[config.mk]
export PLATFORM = sky130hd
export DESIGN_NAME = z80_bus_master
export DESIGN_NICKNAME = d
export VERILOG_FILES = /design/src/rtl/z80_bus_pkg.sv /design/src/rtl/z80_ws_counter.sv /design/src/rtl/z80_bus_master.sv
export SDC_FILE = /design/constraint.sdc
export NUM_CORES = 1
export LEC_CHECK = 0
export ABC_AREA = 1
export BUFFER_PORTS_ARGS = -buffer_cell sky130_fd_sc_hd__buf_2
export CAP_MARGIN = 40
export CORE_AREA = 2 2 90 92
export DETAILED_ROUTE_END_ITERATION = 10
export DIE_AREA = 0 0 92 94
export PLACE_DENSITY = 0.6
export SYNTH_ARGS = -nofsm -noshare
export SYNTH_HDL_FRONTEND = slang
export SYNTH_SLANG_ARGS = --single-unit
[constraint.sdc]
create_clock -name clk -period 2.05 [get_ports clk]
set_input_delay 0.1025 -clock clk [delete_from_list [all_inputs] [get_ports clk]]
set_output_delay 0.1025 -clock clk [all_outputs]
set_load 0.01 [all_outputs]
[src/rtl/z80_bus_pkg.sv]
// Shared definitions for the Z80 bus-cycle generator: op codes, cycle states
// and the wait-state counter width.
package z80_bus_pkg;

  localparam int WS_W = 3;

  typedef enum logic [2:0] {
    OP_MEMRD = 3'b000,
    OP_MEMWR = 3'b001,
    OP_IORD  = 3'b010,
    OP_IOWR  = 3'b011,
    OP_M1    = 3'b100
  } op_e;

  typedef enum logic [3:0] {
    S_IDLE,
    S_T1H,
    S_T1L,
    S_T2H,
    S_T2L,
    S_TWH,
    S_TWL,
    S_T3H,
    S_T3L,
    S_T4H,
    S_T4L
  } state_e;

  // Codes above M1 are accepted and answered without touching the bus.
  function automatic logic op_is_bus(input logic [2:0] op);
    return op <= OP_M1;
  endfunction

endpackage

[src/rtl/z80_ws_counter.sv]
// Wait-state counter: loaded with the forced TW count at T1H, counts TW pairs
// down and merges the external wait_n into a single "leave wait" flag.
module z80_ws_counter
  import z80_bus_pkg::*;
(
  input  logic            clk,
  input  logic            rst_n,
  input  logic            load,
  input  logic [WS_W-1:0] n,
  input  logic            dec,
  input  logic            wait_n,
  output logic            tw_done
);

  logic [WS_W-1:0] cnt;

  always_ff @(posedge clk or negedge rst_n) begin
    if (!rst_n) begin
      cnt <= '0;
    end else if (load) begin
      cnt <= n;
    end else if (dec && (cnt != '0)) begin
      cnt <= cnt - 1'b1;
    end
  end

  // Forced waits exhausted and the slave is not stretching the cycle.
  assign tw_done = (cnt == '0) && wait_n;

endmodule

[src/rtl/z80_bus_master.sv]
// Z80 bus-cycle generator: one command per valid/ready handshake, driven onto
// registered Z80 strobes at half-T-state resolution.
//
// state | meaning
// IDLE  | no cycle; a and d_out hold, d_oe low
// T1H   | address out, strobes high (m1_n low for M1)
// T1L   | mreq_n/rd_n low for memory reads and M1
// T2H   | iorq_n and rd_n/wr_n low for I/O
// T2L   | wr_n low for memory writes; wait_n sampled at its end
// TWH   | wait T-state, first half
// TWL   | wait T-state, second half; wait_n resampled at its end
// T3H   | reads captured at its end; M1 switches to refresh
// T3L   | strobes released (M1: refresh mreq_n low); final state for non-M1
// T4H   | M1 refresh, mreq_n low
// T4L   | M1 refresh, mreq_n high; final state for M1
module z80_bus_master
  import z80_bus_pkg::*;
#(
  parameter int ADDR_W = 16,
  parameter int MEM_WS = 0,
  parameter int IO_WS  = 1,
  parameter int RFSH_W = 7
) (
  input  logic              clk,
  input  logic              rst_n,
  input  logic              cmd_valid,
  output logic              cmd_ready,
  input  logic [2:0]        cmd_op,
  input  logic [ADDR_W-1:0] cmd_addr,
  input  logic [7:0]        cmd_wdata,
  output logic              rsp_valid,
  output logic [7:0]        rsp_rdata,
  output logic [ADDR_W-1:0] a,
  output logic [7:0]        d_out,
  output logic              d_oe,
  input  logic [7:0]        d_in,
  output logic              mreq_n,
  output logic              iorq_n,
  output logic              rd_n,
  output logic              wr_n,
  output logic              m1_n,
  output logic              rfsh_n,
  input  logic              wait_n
);

  state_e              state_q, state_d;
  logic [2:0]          op_q, op_d;
  logic [RFSH_W-1:0]   r_q, r_d;
  logic                pend_q, pend_d;
  logic [ADDR_W-1:0]   a_d;
  logic [7:0]          d_out_d, rdata_d;
  logic                d_oe_d, rsp_d;
  logic                mreq_d, iorq_d, rd_d, wr_d, m1_d, rfsh_d;
  logic                final_st, accept, acc_ok, acc_bad, tw_done;
  logic                is_mem, is_io, is_m1, is_wr;
  logic                in_t1l_tw, in_t2h_tw, in_t2l_tw, in_t3h, in_rfsh, in_bus;
  logic [WS_W-1:0]     ws_n;

  assign final_st  = ((state_q == S_T3L) && (op_q != OP_M1)) || (state_q == S_T4L);
  assign cmd_ready = (state_q == S_IDLE) || final_st;
  assign accept    = cmd_valid && cmd_ready;
  assign acc_ok    = accept && op_is_bus(cmd_op);
  assign acc_bad   = accept && !op_is_bus(cmd_op);

  assign ws_n = ((op_q == OP_IORD) || (op_q == OP_IOWR)) ? WS_W'(IO_WS) : WS_W'(MEM_WS);

  z80_ws_counter u_ws (
    .clk     (clk),
    .rst_n   (rst_n),
    .load    (state_q == S_T1H),
    .n       (ws_n),
    .dec     (state_q == S_TWH),
    .wait_n  (wait_n),
    .tw_done (tw_done)
  );

  always_comb begin
    state_d = state_q;
    case (state_q)
      S_IDLE:       state_d = acc_ok ? S_T1H : S_IDLE;
      S_T1H:        state_d = S_T1L;
      S_T1L:        state_d = S_T2H;
      S_T2H:        state_d = S_T2L;
      S_T2L, S_TWL: state_d = tw_done ? S_T3H : S_TWH;
      S_TWH:        state_d = S_TWL;
      S_T3H:        state_d = S_T3L;
      S_T3L:        state_d = (op_q == OP_M1) ? S_T4H : (acc_ok ? S_T1H : S_IDLE);
      S_T4H:        state_d = S_T4L;
      S_T4L:        state_d = acc_ok ? S_T1H : S_IDLE;
      default:      state_d = S_IDLE;
    endcase
  end

  // A rejected-op response can collide with a finishing cycle's response;
  // pend_q defers it by one clk so every accepted command gets its own pulse.
  always_comb begin
    rsp_d  = 1'b0;
    pend_d = pend_q;
    if (final_st) begin
      rsp_d  = 1'b1;
      pend_d = acc_bad;
    end else if (state_q == S_IDLE) begin
      rsp_d  = acc_bad || pend_q;
      pend_d = acc_bad && pend_q;
    end
  end

  always_comb begin
    op_d      = acc_ok ? cmd_op : op_q;
    is_mem    = (op_d == OP_MEMRD) || (op_d == OP_MEMWR);
    is_io     = (op_d == OP_IORD) || (op_d == OP_IOWR);
    is_m1     = (op_d == OP_M1);
    is_wr     = (op_d == OP_MEMWR) || (op_d == OP_IOWR);
    in_t1l_tw = state_d inside {S_T1L, S_T2H, S_T2L, S_TWH, S_TWL};
    in_t2h_tw = state_d inside {S_T2H, S_T2L, S_TWH, S_TWL};
    in_t2l_tw = state_d inside {S_T2L, S_TWH, S_TWL};
    in_t3h    = (state_d == S_T3H);
    in_rfsh   = state_d inside {S_T3H, S_T3L, S_T4H, S_T4L};
    in_bus    = state_d inside {S_T1H, S_T1L, S_T2H, S_T2L, S_TWH, S_TWL, S_T3H, S_T3L};

    mreq_d = !((is_mem && (in_t1l_tw || in_t3h)) ||
               (is_m1 && (in_t1l_tw || (state_d == S_T3L) || (state_d == S_T4H))));
    rd_d   = !(((op_d == OP_MEMRD) && (in_t1l_tw || in_t3h)) ||
               ((op_d == OP_IORD) && (in_t2h_tw || in_t3h)) ||
               (is_m1 && in_t1l_tw));
    wr_d   = !(((op_d == OP_MEMWR) && (in_t2l_tw || in_t3h)) ||
               ((op_d == OP_IOWR) && (in_t2h_tw || in_t3h)));
    iorq_d = !(is_io && (in_t2h_tw || in_t3h));
    m1_d   = !(is_m1 && ((state_d == S_T1H) || in_t1l_tw));
    rfsh_d = !(is_m1 && in_rfsh);
    d_oe_d = is_wr && in_bus;

    a_d = a;
    if (state_d == S_T1H) begin
      a_d = cmd_addr;
    end else if (is_m1 && in_rfsh) begin
      a_d = ADDR_W'(r_q);
    end

    d_out_d = d_out;
    if ((state_d == S_T1H) && is_wr) begin
      d_out_d = cmd_wdata;
    end

    r_d = (state_q == S_T4L) ? r_q + 1'b1 : r_q;

    // M1 samples the opcode while rd_n is still low, one half-T earlier than reads.
    rdata_d = rsp_rdata;
    if ((state_q == S_T3H) && ((op_q == OP_MEMRD) || (op_q == OP_IORD))) begin
      rdata_d = d_in;
    end else if (((state_q == S_T2L) || (state_q == S_TWL)) && tw_done && (op_q == OP_M1)) begin
      rdata_d = d_in;
    end
  end

  always_ff @(posedge clk or negedge rst_n) begin
    if (!rst_n) begin
      state_q   <= S_IDLE;
      op_q      <= OP_MEMRD;
      r_q       <= '0;
      pend_q    <= 1'b0;
      a         <= '0;
      d_out     <= '0;
      d_oe      <= 1'b0;
      rsp_valid <= 1'b0;
      rsp_rdata <= '0;
      mreq_n    <= 1'b1;
      iorq_n    <= 1'b1;
      rd_n      <= 1'b1;
      wr_n      <= 1'b1;
      m1_n      <= 1'b1;
      rfsh_n    <= 1'b1;
    end else begin
      state_q   <= state_d;
      op_q      <= op_d;
      r_q       <= r_d;
      pend_q    <= pend_d;
      a         <= a_d;
      d_out     <= d_out_d;
      d_oe      <= d_oe_d;
      rsp_valid <= rsp_d;
      rsp_rdata <= rdata_d;
      mreq_n    <= mreq_d;
      iorq_n    <= iorq_d;
      rd_n      <= rd_d;
      wr_n      <= wr_d;
      m1_n      <= m1_d;
      rfsh_n    <= rfsh_d;
    end
  end

endmodule

== Word level (Yosys, flattened, before mapping) ==
Index checks and enable logic that the tools add are counted.
Operators by class
  $add $sub $neg: 2
  multipliers: 0
  div/mod/pow operators: 0
  $lt $le $gt $ge: 1
  equality and inequality tests: 28
  shift operators: 0
  mux-type cells: 16
  bitwise operators: 0
  reductions and logical operators: 64
Operators by type and width (number)
  one-hot mux 4 bit (9 select lines): 1
  equality test 4 x 3 -> 1 bit, second input constant: 8
  two-way mux 16 bit: 2
  equality test 4 bit, second input constant: 6
  logical AND 1 bit: 22
  logical OR 1 bit: 19
  equality test 4 x 2 -> 1 bit, second input constant: 4
  two-way mux 8 bit: 2
  equality test 3 x 2 -> 1 bit, second input constant: 4
  zero test 3 bit: 3
  two-way mux 3 bit: 3
  equality test 4 x 1 -> 1 bit, second input constant: 2
  nonzero test 2 bit: 4
  nonzero test 4 bit: 2
  nonzero test 8 bit: 1
  adder 7 x 1 -> 7 bit, second input constant: 1
  zero test 1 bit: 7
  equality test 3 bit, second input constant: 2
  two-way mux 1 bit: 6
  nonzero test 3 bit: 2
  nonzero test 5 bit: 1
  zero test 4 bit: 1
  two-way mux 4 bit: 1
  OR reduction 2 bit: 2
  5 further kinds: 5
Word-level totals
  bits in registers: 58
  bits in latches: 0
  bits in writable memories: 0
  ROM bits: 0
  input port bits: 39
  word-level logic and storage cells: 127
  memories: 0

== Depth between registers and ports, before layout ==
Gate-level depths: netlist of run 1.
  word-level depth: 16
  gate-level depth with buffers: 13
  mapped depth without buffers: 13

== Hierarchy ==
Synthesis of run 1 repeated with hierarchy kept, for this count alone.
Second synthesis, totals
  cell total of the unflattened synthesis: 283
  area, all modules: 2678.8 µm²
By module, submodules not included
  z80_bus_master: instances 1, cells each 252, area an instance 2451.1 µm², sequential area each 1383.8 µm²
  z80_ws_counter: instances 1, cells each 31, area an instance 227.7 µm², sequential area each 75.1 µm²

== Worst setup path before layout of run 1 ==
No wires, ideal clock.
  path kind: reg-to-reg
  start: register state_q[0]
  end: register d_out[0]
  arrival: 1635 ps
  required time: 1925 ps
  path slack: 290 ps
  stages on the path, launching flop included: 7
  path buffers: 0
  cell sequence: dfrtp_1 -> nor2_2 -> nand3_2 -> nand3_4 -> nand3_4 -> nor2_2 -> mux2_2
Between the ends
  word-level cells in the longest chain between the ends: 11
  elaborated cells between the ends (all ways): 27
  those cells by class: eq/ne: 13; mux: 4; reduce/logical: 10
RTL lines
  from (decl): line z80_bus_master.sv:46  | state_e state_q, state_d;
  from (signal assigned): line z80_bus_master.sv:174  | state_q <= state_d;
  equality test 4 bit: line z80_bus_master.sv:59  | assign final_st = ((state_q == S_T3L) && (op_q != OP_M1)) || (state_q == S_T4L);
  logical AND 1 bit: line z80_bus_master.sv:59
  logical OR 1 bit: line z80_bus_master.sv:59
  logical OR 1 bit (*): line z80_bus_master.sv:60  | assign cmd_ready = (state_q == S_IDLE) || final_st;
  named net cmd_ready: line z80_bus_master.sv:27  | output logic cmd_ready,
  logical AND 1 bit (*): line z80_bus_master.sv:61  | assign accept = cmd_valid && cmd_ready;
  logical AND 1 bit (*): line z80_bus_master.sv:62  | assign acc_ok = accept && op_is_bus(cmd_op);
  two-way mux 1 bit: line z80_bus_master.sv:80, z80_bus_master.sv:87, z80_bus_master.sv:89
  two-way mux 4 bit: line z80_bus_master.sv:87  | S_T3L: state_d = (op_q == OP_M1) ? S_T4H : (acc_ok ? S_T1H : S_IDLE);
  one-hot mux 4 bit (9 select lines): line z80_bus_master.sv:79  | case (state_q)
  equality test 4 x 1 -> 1 bit: line z80_bus_master.sv:141  | if ((state_d == S_T1H) && is_wr) begin
  logical AND 1 bit (*): line z80_bus_master.sv:141
  to (signal assigned): line z80_bus_master.sv:179  | d_out <= d_out_d;
  to (decl): line z80_bus_master.sv:34  | output logic [7:0] d_out,
Mark *: on every way through the listed nets, which the timed path passes. The rest lies on a longest branch.
A chain may end at the register's enable or synchronous reset.

== Worst setup path in the final report of run 1 ==
  start: register state_q[2]
  end: register d_out[1]
Between the ends
  word-level cells in the longest chain between the ends: 11
  elaborated cells between the ends (all ways): 27
  those cells by class: eq/ne: 13; mux: 4; reduce/logical: 10
RTL lines (line)
  equality test 4 bit: z80_bus_master.sv:59, z80_bus_master.sv:79
  logical AND 1 bit: z80_bus_master.sv:59
  logical OR 1 bit: z80_bus_master.sv:59
  logical OR 1 bit: z80_bus_master.sv:60
  logical AND 1 bit: z80_bus_master.sv:61
  logical AND 1 bit: z80_bus_master.sv:62
  two-way mux 1 bit: z80_bus_master.sv:80, z80_bus_master.sv:87, z80_bus_master.sv:89
  two-way mux 4 bit: z80_bus_master.sv:87
  one-hot mux 4 bit (9 select lines): z80_bus_master.sv:79
  equality test 4 x 1 -> 1 bit: z80_bus_master.sv:141
  logical AND 1 bit (*): z80_bus_master.sv:141
Every way passes the cells marked *; elsewhere a longest branch is shown, timed or not.

==> flow_summary.json, run 1 <==
{
  "status": "finished, final reports clean",
  "crit_arrival_ns": 2.14,
  "ys_seq_area_frac": 0.5600,
  "antenna_found_initial": 0,
  "crit_type": "flop to flop",
  "drtIter0Drc": 125,
  "ios": 80,
  "setup.worst_path.end_class": "flop",
  "grt_overflow_total": 0,
  "firstDrtPassIters": 4,
  "initial_core_util": 0.3424,
  "max_freq_mhz": 520.7,
  "row_count": 32,
  "path_cells": "inv_1, nand2_1, nor2_2, nand2_2, nand3_4, nand3_2, nor2_4, mux2_2",
  "ys_seq_elements": 58,
  "synth_top_area_share": 0.4995,
  "crit_slowest_cell": "dfrtp_1",
  "hold_path.class": "primary input to flop",
  "drive_gt1_frac": 0.3700,
  "r2r-end": "d_out[1]$_DFFE_PN0P_",
  "syn_avg_cell_area_sq_um": 9.613,
  "yosys_warnings": 0,
  "finalMaxSlewViolations": 0,
  "grt_pass1_wl_um": 10430,
  "irDropWorstVdd_mv": 0.7038,
  "crit_fanout": 8,
  "synth_compound_area_frac": 0.04851,
  "r2r_cells": 8,
  "clkTransAtPathRegs_ns": 0.07,
  "muxShareOfSynthArea": 0.06916,
  "syn_inst": 271,
  "die_h_um": 94,
  "cp-start-kind": "flop",
  "multi_input_area_sq_um": 1040,
  "clock_latency_ns": 0.34,
  "synth_top_cell_by_area": "dfrtp_1",
  "min_period_over_period": 0.9369,
  "yosys.area_share.xor_xnor": 0.02017,
  "hold_path_end": "m1_n$_DFF_PN1_",
  "drc_errors": 0,
  "die_width_um": 92,
  "hold_viol": 0,
  "synth_simple_gate_area_frac": 0.2373,
  "p_leak_uw": 0.001960,
  "cts_max_path_buffers": 2,
  "final_nets": 437,
  "relSlewSlack": 0.6134,
  "maxCapViolations": 0,
  "syn_to_final_growth_pct": 44.00,
  "setup_viol": 0,
  "gr-usage-all-layers": 0.1549,
  "numCtsBuffers": 9,
  "synth_area_leaders": "dfrtp_1, nand2_1, mux2_2",
  "grt_pass1_vias": 2268,
  "synthAdderAreaFrac": 0.01441,
  "syn_area_sq_um": 2605,
  "stdcell_area_sq_um": 3751,
  "ant_nets": 0,
  "core_sq_um": 7607,
  "vias": 2275,
  "worst_slew_pin_slew_ns": 0.5760,
  "rsz0062_at_grt": "yes",
  "grt_max_degree": 36,
  "min_from": "cmd_op[2]",
  "num-fill-cells": 707,
  "cts.sink_count": 58,
  "place.gp.congestion": 0.8640,
  "min_delay_path_depth": 2,
  "skew_ns": 0.008189,
  "seq_area_sq_um": 1459,
  "synth_top_family_by_area": "simple AND/OR/NAND/NOR gates",
  "max_stage_delay_ns": 0.41,
  "layout_min_cycle_time_ns": 1.921,
  "via_per_inst": 4.532,
  "synth.net_count": 313,
  "port_buffers": 79,
  "clockRootBuffer": "clkbuf_8",
  "wl_per_cell_um": 12.90,
  "cts_tree": "yes",
  "crit_family": "simple AND/OR/NAND/NOR gates",
  "place_area_sq_um": 3182,
  "critPathBufInv": 1,
  "power_density_nw_per_um2": 1395,
  "reg2reg_slack_ns": 0.13,
  "r2r_start": "state_q[2]$_DFF_PN0_",
  "antennaDiodeCount": 0,
  "place_hpwl_um": 4356,
  "crit_required_ns": 2.27,
  "synthDistinctLibCells": 30,
  "htree_levels": 3,
  "dieArea_sq_um": 8648,
  "wirelength_um": 6474,
  "final_core_util": 0.4931
}
where the power goes:
| part | switching, uW | total (uW) | internal, uW |
|---|---|---|---|
| Sequential | 251 | 1870 | 1620 |
| Clock | 493 | 1310 | 819 |
| Combinational | 1190 | 2050 | 867 |
| Total | 1930 | 5230 | 3300 |
worst register-to-register path, stage by stage (launching register included):
cell and delay, ns:
dfrtp_1 0.41, inv_1 0.10, nand2_1 0.11, nor2_2 0.15, nand2_2 0.09, nand3_4 0.14
nand3_2 0.17, nor2_4 0.27, mux2_2 0.38
sequential cells by signal (all words and copies together), names as in the netlist, 3 cells and up:
| signal | flops |
|---|---|
| a | 16 |
| d_out | 8 |
| op_q | 3 |
| r_q | 7 |
| rsp_rdata | 8 |
| state_q | 4 |
| u_ws.cnt | 3 |
cell families after synthesis:
| group | after synthesis |
|---|---|
| AOI/OAI and AO/OA | 24 |
| xor gates and xnor gates | 6 |
| adders and majority gates | 3 |
| buffers and inverters | 33 |
| DFF | 58 |
| muxes | 16 |
| and+or+nand+nor | 131 |
per-stage QoR:
step | hold slack [ns] | power [uW] | setup WS [ns] | instances | TNS [ns]
2_1_floorplan | -0.1931 | 3069 | 0.2900 | 271 | 0
3_3_place_gp | 0.1401 | 3742 | 0.1347 | 456 | 0
3_5_place_dp | 0.1324 | 3786 | 0.07605 | 456 | 0
4_1_cts | 0.0005267 | 5173 | 0.07992 | 498 | 0
5_1_grt | 0.03986 | 5615 | -0.01966 | 502 | -0.09538
6_report | 0.01370 | 5233 | 0.1294 | 502 | 0
repair_timing:
action                                  in CTS  in global routing
endpoints found under the setup margin       0                 28
hold endpoints to repair                    48                  0
hold buffers                                26                  0
buffers inserted                             0                  3
resized for setup                            0                 10
cells in the final DEF (no fill, tap or decap), types with 3 or more instances in the layout:
master         synthesis  layout
inv_6                  0       3
buf_2                  0      79
nor3_1                 6       6
nand2_1               68      65
nor2_1                15      14
clkbuf_8               0       9
nand3_1               27      27
dlygate4sd3_1          0      26
inv_1                 25      25
o21ai_0               13      12
mux2_2                16      16
xor2_1                 6       6
dfstp_2                6       6
bufinv_16              0       3
dfrtp_1               52      52
buf_4                  0      10
ha_1                   3       3
a21oi_1                8       8
nand2_2                2       5
routing by layer:
layer / GRT usage / wire length, um / share of wire
met4: 0.08085 / 215 / 0.033
met3: 0.04093 / 325 / 0.050
met5: 0 / 0 / 0
met2: 0.2512 / 3085 / 0.48
met1: 0.1903 / 2848 / 0.44
worst max-delay path by stage:
stage                               startpoint              endpoint  slack [ns]  depth (start not counted)
after floorplan           state_q[0]$_DFF_PN0_  d_out[0]$_DFFE_PN0P_        0.29                          6
after global placement       op_q[1]$_DFF_PN0_      a[4]$_DFFE_PN0P_        0.13                         11
after detailed placement  state_q[2]$_DFF_PN0_      a[8]$_DFFE_PN0P_        0.08                         13
after CTS                 state_q[2]$_DFF_PN0_  d_out[3]$_DFFE_PN0P_        0.08                          8
after global routing      state_q[2]$_DFF_PN0_      a[2]$_DFFE_PN0P_       -0.02                         13
final                     state_q[2]$_DFF_PN0_  d_out[1]$_DFFE_PN0P_        0.13                          8
Yosys cell counts, drive strengths merged:
library cell,count
o21ai,15
or2,1
nor2,17
xor2,6
a21oi,8
dfstp,6
ha,3
nand3,30
o31ai,1
nand2,71
nand4,3
buf,3
mux2,16
dfrtp,52
clkbuf,2
nor4,1
inv,28
or4,1
and3,1
nor3,6
cell type report:
cell class / count / share of cell area
sequential: 58 / 0.3889
inverter: 28 / 0.02935
clock buffer: 9 / 0.03302
clock inverter: 7 / 0.03336
timing repair buffer: 117 / 0.2041
multi-input combinational: 181 / 0.2772
tap: 102 / 0.03402
Power figures use the tool's default switching activity.
==> inputs of run 2 (changes only) <==
Settings changed: RECOVER_POWER from default to 25.
==> run 2 against run 1 <==
Against the previous run:
- total power shrank 0.67%
- cell area shrank 0.53%
- clock skew is essentially flat
- utilization shrank 0.26 points
- worst setup slack is essentially flat
- first-iteration DRC count grew 8.0%
- combinational power shrank 2%
- clock power is essentially flat
- fmax is essentially flat
- critical path depth is the same
- clock-buffer cell count is the same
- critical endpoint unchanged
==> flow_summary.json, run 2 (synthesis results as in run 1) <==
{
  "crit_arrival_ns": 2.14,
  "irDropWorstVdd_mv": 0.6909,
  "maxCapViolations": 0,
  "core_sq_um": 7607,
  "finalPower_uw": 5198,
  "vias": 2270,
  "reg2reg_slack_ns": 0.13,
  "wirelength_um": 6456,
  "initial_core_util": 0.3424,
  "max_stage_delay_ns": 0.41,
  "finalHoldWorstSlack_ns": 0.01355,
  "worst_slew_pin_slew_ns": 1.385,
  "p_leak_uw": 0.001910,
  "crit_fanout": 8,
  "hold_path_end": "m1_n$_DFF_PN1_",
  "final_nets": 437,
  "die_h_um": 94,
  "r2r-end": "d_out[1]$_DFFE_PN0P_",
  "power_density_nw_per_um2": 1393,
  "crit_start": "state_q[2]$_DFF_PN0_",
  "rsz0062_at_grt": "yes",
  "crit_family": "simple AND/OR/NAND/NOR gates",
  "ant_nets": 0,
  "setup_viol": 0,
  "ios": 80,
  "fin_tns_setup_ns": 0,
  "hold_path.class": "primary input to flop",
  "min_period_over_period": 0.9370,
  "drtIter0Drc": 135,
  "cts_tree": "yes",
  "cts_max_path_buffers": 2,
  "layout_min_cycle_time_ns": 1.921,
  "drc_errors": 0,
  "reg_top3": "a (16), d_out (8), rsp_rdata (8)",
  "cp-start-kind": "flop",
  "relSlewSlack": 0.07690,
  "clkTransAtPathRegs_ns": 0.07,
  "cts.sink_count": 58,
  "htree_levels": 3,
  "place.gp.congestion": 0.8640,
  "via_per_inst": 4.522,
  "clock_latency_ns": 0.34,
  "grt_max_degree": 36,
  "num-fill-cells": 715,
  "dieArea_sq_um": 8648,
  "antenna_found_initial": 0,
  "path_cells": "inv_1, nand2_1, nor2_2, nand2_2, nand3_4, nand3_2, nor2_4, mux2_2",
  "min_delay_path_depth": 2,
  "timing.final.ws_setup_ns": 0.1292,
  "drive_gt1_frac": 0.3300,
  "largest_reg_flops": 16,
  "max_freq_mhz": 520.6,
  "layout_common_cells": "nand2_1, buf_2, dfrtp_1",
  "port_buffers": 79,
  "min_from": "cmd_op[2]",
  "status": "finished, final reports clean",
  "skew_ns": 0.008215,
  "gr-usage-all-layers": 0.1549,
  "setup.worst_path.end_class": "flop",
  "wl_per_cell_um": 12.86,
  "final_common_cell": "nand2_1",
  "numCtsBuffers": 9,
  "grt_overflow_total": 0,
  "clockRootBuffer": "clkbuf_8",
  "crit_required_ns": 2.27,
  "place_hpwl_um": 4356,
  "r2r_start": "state_q[2]$_DFF_PN0_",
  "grt_pass1_wl_um": 10430,
  "final_core_util": 0.4905,
  "grt_pass1_vias": 2268,
  "crit_type": "flop to flop",
  "die_width_um": 92,
  "syn_to_final_growth_pct": 43.23,
  "critPathBufInv": 1,
  "firstDrtPassIters": 4,
  "row_count": 32,
  "antennaDiodeCount": 0,
  "hold_viol": 0,
  "crit_slowest_cell": "dfrtp_1",
  "finalMaxSlewViolations": 0,
  "place_ws_ns": 0.07605,
  "regMostFlops": "a",
  "r2r_cells": 8
}
[run 2: what timing repair did]
action,4_1_cts,5_1_grt
gates resized for setup,0,10
hold buffers,26,0
hold endpoints to repair,48,0
setup endpoints to repair,0,28
setup buffers,0,3
[run 2: per-stage QoR]
stage                     cell area (sq um)  cells
after global routing                   3731    502
final                                  3731    502
after detailed placement               3182    456
after CTS                              3691    498
after floorplan                        2605    271
after global placement                 3182    456
[run 2: final cells by class]
type / instances / area, sq um / area share
Sequential cell: 58 / 1459 / 0.3910
Multi-Input combinational cell: 181 / 1040 / 0.2787
Timing Repair Buffer: 117 / 745.7 / 0.1999
Tap cell: 102 / 127.6 / 0.03421
Clock inverter: 7 / 125.1 / 0.03353
Clock buffer: 9 / 123.9 / 0.03320
Inverter: 28 / 110.1 / 0.02951
[run 2: worst max-delay path by stage]
stage                                end  slack, ns  cells after the start
floorplan           d_out[0]$_DFFE_PN0P_       0.29                      6
global placement        a[4]$_DFFE_PN0P_       0.13                     11
detailed placement      a[8]$_DFFE_PN0P_       0.08                     13
CTS                 d_out[3]$_DFFE_PN0P_       0.08                      8
global route            a[2]$_DFFE_PN0P_      -0.02                     13
finish              d_out[1]$_DFFE_PN0P_       0.13                      8
[run 2: metal layers]
| metal | global-route usage | up-vias | share of wire |
|---|---|---|---|
| met2 | 0.2512 | 64 | 0.48 |
| met1 | 0.1903 | 1051 | 0.44 |
| met3 | 0.04093 | 22 | 0.049 |
| met4 | 0.08085 | 0 | 0.033 |
| li1 | - | 1133 | - |
| met5 | 0 | - | 0 |
[run 2: where the power goes]
group          switching [uW]  leakage, uW  internal (uW)
Combinational            1180      0.00107            829
Sequential                254     0.000721           1620
Clock                     495     0.000124            819
Total                    1930      0.00191           3260
